==> src/rtl/face_detect_mul_pipe.sv <==
// Pipelined multiplier with valid/ready handshake, global clock enable and an
// optional multiply-accumulate output stage for dot-product reductions.
// Stage 0 holds the operands, the multiply feeds stage 1, stages 2..STAGES-2
// are pure delay and stage STAGES-1 is the output register (or accumulator).
module face_detect_mul_pipe #(
    parameter int unsigned A_W      = 16,
    parameter int unsigned B_W      = 6,
    parameter int unsigned P_W      = 21,
    parameter int unsigned STAGES   = 4,
    parameter bit          A_SIGNED = 1'b0,
    parameter bit          B_SIGNED = 1'b0,
    parameter bit          ACC_EN   = 1'b0
) (
    input  logic           clk,
    input  logic           reset,
    input  logic           ce,
    input  logic           in_valid,
    output logic           in_ready,
    input  logic [A_W-1:0] din0,
    input  logic [B_W-1:0] din1,
    input  logic           in_last,
    output logic           out_valid,
    input  logic           out_ready,
    output logic [P_W-1:0] dout,
    output logic           out_last
);

    // Product is formed at the wider of the natural product width and P_W so
    // that extension past A_W+B_W follows operand signedness for free.
    localparam int unsigned E_W = A_W + B_W;
    localparam int unsigned M_W = (P_W > E_W) ? P_W : E_W;

    logic           adv;
    logic           v0_q;
    logic           last0_q;
    logic [A_W-1:0] a_q;
    logic [B_W-1:0] b_q;
    logic [M_W-1:0] a_ext;
    logic [M_W-1:0] b_ext;
    logic [P_W-1:0] prod;

    // Signals arriving at the output stage (from the last delay stage, or
    // straight from the multiplier when there are no delay stages).
    logic [P_W-1:0] feed;
    logic           feed_v;
    logic           feed_last;

    logic           out_v_q;
    logic           out_last_q;
    logic [P_W-1:0] dout_q;
    logic [P_W-1:0] acc_q;
    logic [P_W-1:0] sum;

    // The whole pipeline moves together; a full output register blocks it.
    always_comb begin
        adv = ce & (~out_v_q | out_ready);
    end

    assign in_ready  = adv;
    assign out_valid = out_v_q;
    assign out_last  = out_last_q;
    assign dout      = dout_q;

    // Operand extension and truncating multiply.
    always_comb begin
        a_ext = {{(M_W - A_W){A_SIGNED & a_q[A_W-1]}}, a_q};
        b_ext = {{(M_W - B_W){B_SIGNED & b_q[B_W-1]}}, b_q};
        prod  = P_W'(a_ext * b_ext);
        sum   = acc_q + feed;
    end

    // Stage 0: operand capture; a bubble is loaded when no beat is offered.
    always_ff @(posedge clk) begin
        if (reset) begin
            v0_q    <= 1'b0;
            last0_q <= 1'b0;
            a_q     <= '0;
            b_q     <= '0;
        end else if (adv) begin
            v0_q    <= in_valid;
            last0_q <= in_valid & (in_last | ~ACC_EN);
            a_q     <= din0;
            b_q     <= din1;
        end
    end

    if (STAGES == 2) begin : g_no_dly
        assign feed      = prod;
        assign feed_v    = v0_q;
        assign feed_last = last0_q;
    end else begin : g_dly
        localparam int unsigned D = STAGES - 2;

        logic [P_W-1:0] dly_p [D];
        logic [D-1:0]   dly_v;
        logic [D-1:0]   dly_last;

        // Stages 1..STAGES-2: product register followed by plain delay.
        always_ff @(posedge clk) begin
            if (reset) begin
                dly_v    <= '0;
                dly_last <= '0;
                for (int i = 0; i < int'(D); i++) begin
                    dly_p[i] <= '0;
                end
            end else if (adv) begin
                dly_p[0]    <= prod;
                dly_v[0]    <= v0_q;
                dly_last[0] <= last0_q;
                for (int i = 1; i < int'(D); i++) begin
                    dly_p[i]    <= dly_p[i-1];
                    dly_v[i]    <= dly_v[i-1];
                    dly_last[i] <= dly_last[i-1];
                end
            end
        end

        assign feed      = dly_p[D-1];
        assign feed_v    = dly_v[D-1];
        assign feed_last = dly_last[D-1];
    end

    // Output stage: plain result register, or accumulator that only emits on
    // the closing beat of a group and restarts from zero afterwards.
    always_ff @(posedge clk) begin
        if (reset) begin
            out_v_q    <= 1'b0;
            out_last_q <= 1'b0;
            dout_q     <= '0;
            acc_q      <= '0;
        end else if (adv) begin
            if (feed_v && (!ACC_EN || feed_last)) begin
                out_v_q    <= 1'b1;
                out_last_q <= 1'b1;
                dout_q     <= ACC_EN ? sum : feed;
                acc_q      <= '0;
            end else if (feed_v) begin
                out_v_q    <= 1'b0;
                out_last_q <= 1'b0;
                acc_q      <= sum;
            end else begin
                out_v_q    <= 1'b0;
                out_last_q <= 1'b0;
            end
        end
    end

endmodule
==> config.mk <==
export PLATFORM = sky130hd
export DESIGN_NAME = face_detect_mul_pipe
export DESIGN_NICKNAME = d
export VERILOG_FILES = /design/src/rtl/face_detect_mul_pipe.sv
export SDC_FILE = /design/constraint.sdc
export NUM_CORES = 1
export LEC_CHECK = 0
export ABC_AREA = 0
export CAP_MARGIN = 10
export CORE_MARGIN = 8
export CORE_UTILIZATION = 55
export CTS_CLUSTER_DIAMETER = 50
export DETAILED_ROUTE_END_ITERATION = 10
export GPL_TIMING_DRIVEN = 0
export PLACE_DENSITY = 0.82
export RECOVER_POWER = 25
export SLEW_MARGIN = 40
export SYNTH_ARGS = -nofsm -noshare
export SYNTH_HDL_FRONTEND = slang
export SYNTH_SLANG_ARGS = --single-unit
==> constraint.sdc <==
create_clock -name clk -period 5.5 [get_ports clk]
set_input_delay 1.65 -clock clk [delete_from_list [all_inputs] [get_ports clk]]
set_output_delay 1.65 -clock clk [all_outputs]
set_load 0.01 [all_outputs]
Word level (Yosys, flattened, before mapping)
Memories as Yosys holds them, arrays and structs flattened. A register that Yosys moved wholly into a read port is not among the register bits.
Index checks and enable logic that the tools add are counted.
{"block": "word_totals", "ff_bits": 26, "latch_bits": 0, "ramBits": 42, "rom_bits": 0, "out_inout_bits": 24, "mem_count": 1}
{"memory": "g_dly.dly_p", "depth": 2, "width": 21, "read_ports": 2, "rd_ports_with_merged_regs": 1, "wr": 2, "line_no": "94", "text": "logic [P_W-1:0] dly_p [D];"}
{"block": "op_classes", "n_addsub": 0, "mul": 1, "n_div": 0, "n_lt_le_gt_ge": 0, "n_eq_ne": 0, "n_shift": 0, "mux": 8, "bitwise": 5, "n_reduce_logical": 1}
{"cell": "21-bit 2-to-1 mux", "n": 2}
{"cell": "16-bit by 6-bit multiplier with 21-bit output", "n": 1}
{"cell": "1-bit 2-to-1 mux", "n": 6}
{"cell": "1-bit bitwise OR", "n": 3}
{"cell": "2-bit AND reduction", "n": 1}
{"cell": "1-bit AND", "n": 1}
{"cell": "1-bit inverter", "n": 1}

Logic depth before layout (Yosys ltp)
{"block": "logic_depth", "word_depth": 7, "mapped_depth": 14}

Worst setup path after synthesis
Ideal clock, no wire load.
{"block": "synth_path", "path_kind": "register -> register", "startpoint": "register b_q[4]", "endpoint": "memory g_dly.dly_p[0][18], data pin", "setup_time_ns": 0.263, "t_arrival_ns": 3.745, "required_ns": 5.237, "slack_ns": 1.491, "path_stages_with_launch": 14, "path_buffers": 1, "period_less_slack_ns": 4.009, "cell_sequence": "dfxtp_1 > clkbuf_1 > and2_1 > fa_1 > fa_1 > inv_1 > fa_1 > inv_1 > ha_1 > and3_1 > a221oi_2 > o21ai_2 > a221oi_2 > mux2i_1"}
{"element": "start: declaration", "line_no": "37", "text": "logic [B_W-1:0] b_q;"}
{"element": "start signal: assignment", "line_no": "83", "text": "b_q <= din1;"}
{"element": "end: declaration", "line_no": "94"}

Final worst setup path
{"block": "layout_path", "startpoint": "input out_ready", "endpoint": "output in_ready"}
{"block": "layout_between", "elab_chain_cells": 2}
{"element": "start: declaration", "line_no": "23", "text": "input logic out_ready,"}
{"element": "1-bit bitwise OR", "line_no": "56", "text": "adv = ce & (~out_v_q | out_ready);"}
{"element": "1-bit AND", "line_no": "56"}
{"element": "end: declaration", "line_no": "18", "text": "output logic in_ready,"}
No other way between the ends.

==> metrics.md <==
| Metric | Value |
|---|---|
| Cells after DPL | `roughly 860` |
| Critical path's slowest cell | `clkdlybuf4s50_1` |
| CTS tree | `done` |
| Switching Share | `0.270` |
| Die area | `between 10000 and 15000 um^2` |
| Largest net degree at the start of global routing | `43` |
| Power Dens Cells | `around 210 nW/um^2` |
| Die Y | `roughly 120 um` |
| Comb power frac | `0.110` |
| Global-route wire length before repair | `about 24 mm` |
| Hold-fix buffer count after cts | `0` |
| PnR worst setup slack | `roughly 140 ps` |
| Fmax | `around 190 MHz` |
| Post-DP HPWL | `approximately 11 mm` |
| Final Instance Count excl. Fillers | `between 800 and 900` |
| Hold/Removal Path Class | `flop to flop` |
| Largest cells by area after synthesis | `edfxtp_1, fa_1, dfxtp_1` |
| Area grow syn2layout | `15.7%` |
| Post-synth EDFFs | `42` |
| Ys async rst share | `0` |
| Setup Buffers After CTS | `0` |
| CTS sink count | `89` |
| CP top delay family | `buffers and inverters` |
| Final period utilization | `0.975` |
| Clock Path Buffers | `2` |
| CP startpoint kind | `input port` |
| Total number of vias | `~4800` |
| Most frequent cell after synthesis | `nand2_1` |
| Final setup vio count | `0` |
| Worst slack, placed | `between 100 and 150 ps` |
| Number of buffers added on ports | `50` |
| Leakage power | `~3.2 nW` |
| Clock Pin Slew Worst Setup and Hold Paths | `about 70 ps` |
| Initial Util | `0.567` |
| Psw | `~410 uW` |
| Clock Power Share | `0.397` |
| Skew-Pair Late Insertion Delay | `roughly 350 ps` |
| CTS Root Cell | `clkbuf_16` |
| FF+latch count, synth | `between 80 and 90` |
| Core box area | `roughly 11000 um^2` |
| Final wirelength | `approximately 15 mm` |
| Layout cells sized above 1 | `0.0397` |
| Post-synth top area share | `0.204` |
| CP Cell Sequence | `clkdlybuf4s50_1, o21ai_2, inv_2, buf_1, clkdlybuf4s50_1` |
| Most frequent CP cell | `clkdlybuf4s50_1` |
| Fillers | `882` |
| Synth Cell Area | `roughly 6200 um^2` |
| Avg Inst Size Synth | `9.32 um^2` |
| Critical Path AT | `around 3700 ps` |
| Int Power | `1.11 mW` |
| Grt ovf | `0` |
| Total CTS buffers | `9` |
| Netlist cell types | `45` |
| Iteration count of the initial detailed-routing pass | `5` |
| Die Wd | `122 um` |
| WP data required | `3850 ps` |
| Max-Cap Viols | `0` |
| Total number of yosys warnings | `0` |
| Synth top cells by count | `nand2_1, and2_1, inv_1` |
| First DRT Iteration DRCs | `between 400 and 500` |
| # IOs | `52` |
| Global Route Usage Sum | `0.205` |
| Mapped Cells | `roughly 670` |
| Status | `completed` |
| Fin. max-slew vios | `0` |
| Critical Path Sink Type | `primary output` |
| Worst path max stage delay | `650 ps` |
| Rows | `38` |
| RSZ-0062 raised after global routing | `no` |
| Most used DFF post-synth | `dfxtp_1` |
| Slew @ Worst Pin | `between 600 and 700 ps` |
| Crit-path max FO | `10` |
| Endpoints failing hold | `0` |
| Antenna-violating nets left | `0` |
| Vias in the first global route | `about 5100` |
| Worst Skew | `roughly 9 ps` |
| Setup CP Type | `input port to primary output` |
| Register area share after synthesis | `0.355` |
| Clock period minus worst slack | `approximately 5400 ps` |
| Initial antenna violation count | `0` |
| Fin nets | `roughly 840` |
| Final core occ | `0.656` |
| Antenna diode count | `0` |
| Slew HR | `0.563` |
| Sequential share of power | `0.493` |
| VDD IR max | `just under 0.2 mV` |
| Syn_nets | `around 800` |
| Placer Congestion | `0.904` |
| Crit path buffers/inverters | `4` |
| Cell taking the most area after synthesis | `edfxtp_1` |
| H-tree Lvls | `3` |
| Cts repair resizes | `0` |
| Vias per cell | `roughly 5.6` |
| WL/cell | `about 17 um` |
| DRC viols | `0` |
| Setup TNS | `0 ps` |
[state kept, by name, summed over array words and instances, names as in the netlist]
register / flops
v0_q: 1
out_valid: 1
g_dly.dly_v: 2
dout: 21
b_q: 6
a_q: 16
g_dly.dly_p: 42
[worst register-to-register path: stages (launching register included)]
cell and delay (ps):
dfxtp_1 560, clkbuf_1 420, and2_1 220, fa_1 450, fa_1 550, inv_1 60
fa_1 530, inv_1 40, ha_1 360, and3_1 220, a221oi_2 480, o21ai_2 170
a221oi_2 310, mux2i_1 220
[cell usage in the layout, fill, tap and decap left out, types with 3 or more instances in the layout]
master             n
a21o_1             7
nand2_1          117
dlygate4sd3_1     23
xor2_1             4
a21oi_1           59
fa_1              56
xnor2_1            7
and2_1           106
buf_2              3
ha_1              29
dfxtp_1           47
clkbuf_1          20
edfxtp_1          42
nor3_1             7
inv_1             79
mux2i_1            3
clkbuf_16          9
clkdlybuf4s50_1   27
o211ai_1           3
o21ai_0            6
a21boi_0           3
nand2b_1           6
o21a_1             6
nor2_1            16
and2_0             5
[per-layer routing]
layer	up-vias	wire length, um	track usage
met5	-	0	0
met4	0	241	0.0769
met3	24	961	0.0375
met2	149	7510	0.356
met1	2415	5810	0.248
li1	2260	-	-
[metrics by stage]
| step | power [mW] | hold slack [ps] | area (um^2) |
|---|---|---|---|
| finish | 1.52 | 453 | 7170 |
| global route | 1.57 | 483 | 7170 |
| CTS | 1.52 | 458 | 7170 |
| detailed placement | 0.926 | 449 | 6880 |
| global placement | 0.919 | 440 | 6870 |
| floorplan | 0.858 | 432 | 6200 |
[final timing paths]
kind	startpoint	to	slack [ps]	cells after the start
worst max-delay path	out_ready	in_ready	140	5
worst min-delay path	dout[6]	dout[6]	450	2
worst max register to register	b_q[4]	g_dly.dly_p[0][18]	760	13
worst min register to register	dout[6]	dout[6]	450	2
[area by class of cell]
| cell class | instances | area (um^2) | share of cell area |
|---|---|---|---|
| Clock buffer | 9 | 225 | 0.0314 |
| Inverter | 81 | 304 | 0.0424 |
| Buffer | 25 | 101 | 0.0141 |
| Tap cell | 140 | 175 | 0.0244 |
| Clock inverter | 7 | 65.1 | 0.00908 |
| Sequential cell | 89 | 2200 | 0.307 |
| Multi-Input combinational cell | 470 | 3600 | 0.502 |
| Timing Repair Buffer | 50 | 500 | 0.0698 |
[power groups by stage]
stage	sequential (mW)	clock [mW]	combinational [mW]
floorplan	0.749	0	0.108
global placement	0.760	0	0.159
detailed placement	0.761	0	0.166
CTS	0.746	0.606	0.168
global route	0.750	0.628	0.188
finish	0.747	0.602	0.167
[logic make-up after synthesis]
family	synth area share
AND/OR/NAND/NOR	0.216
flip-flops	0.355
multiplexers	0.00485
adder cells (fa/ha/maj)	0.240
XOR/XNOR	0.0155
buffers and inverters	0.0654
AO/OA/AOI/OAI	0.104
No activity file was read; power rests on OpenSTA's default activity.
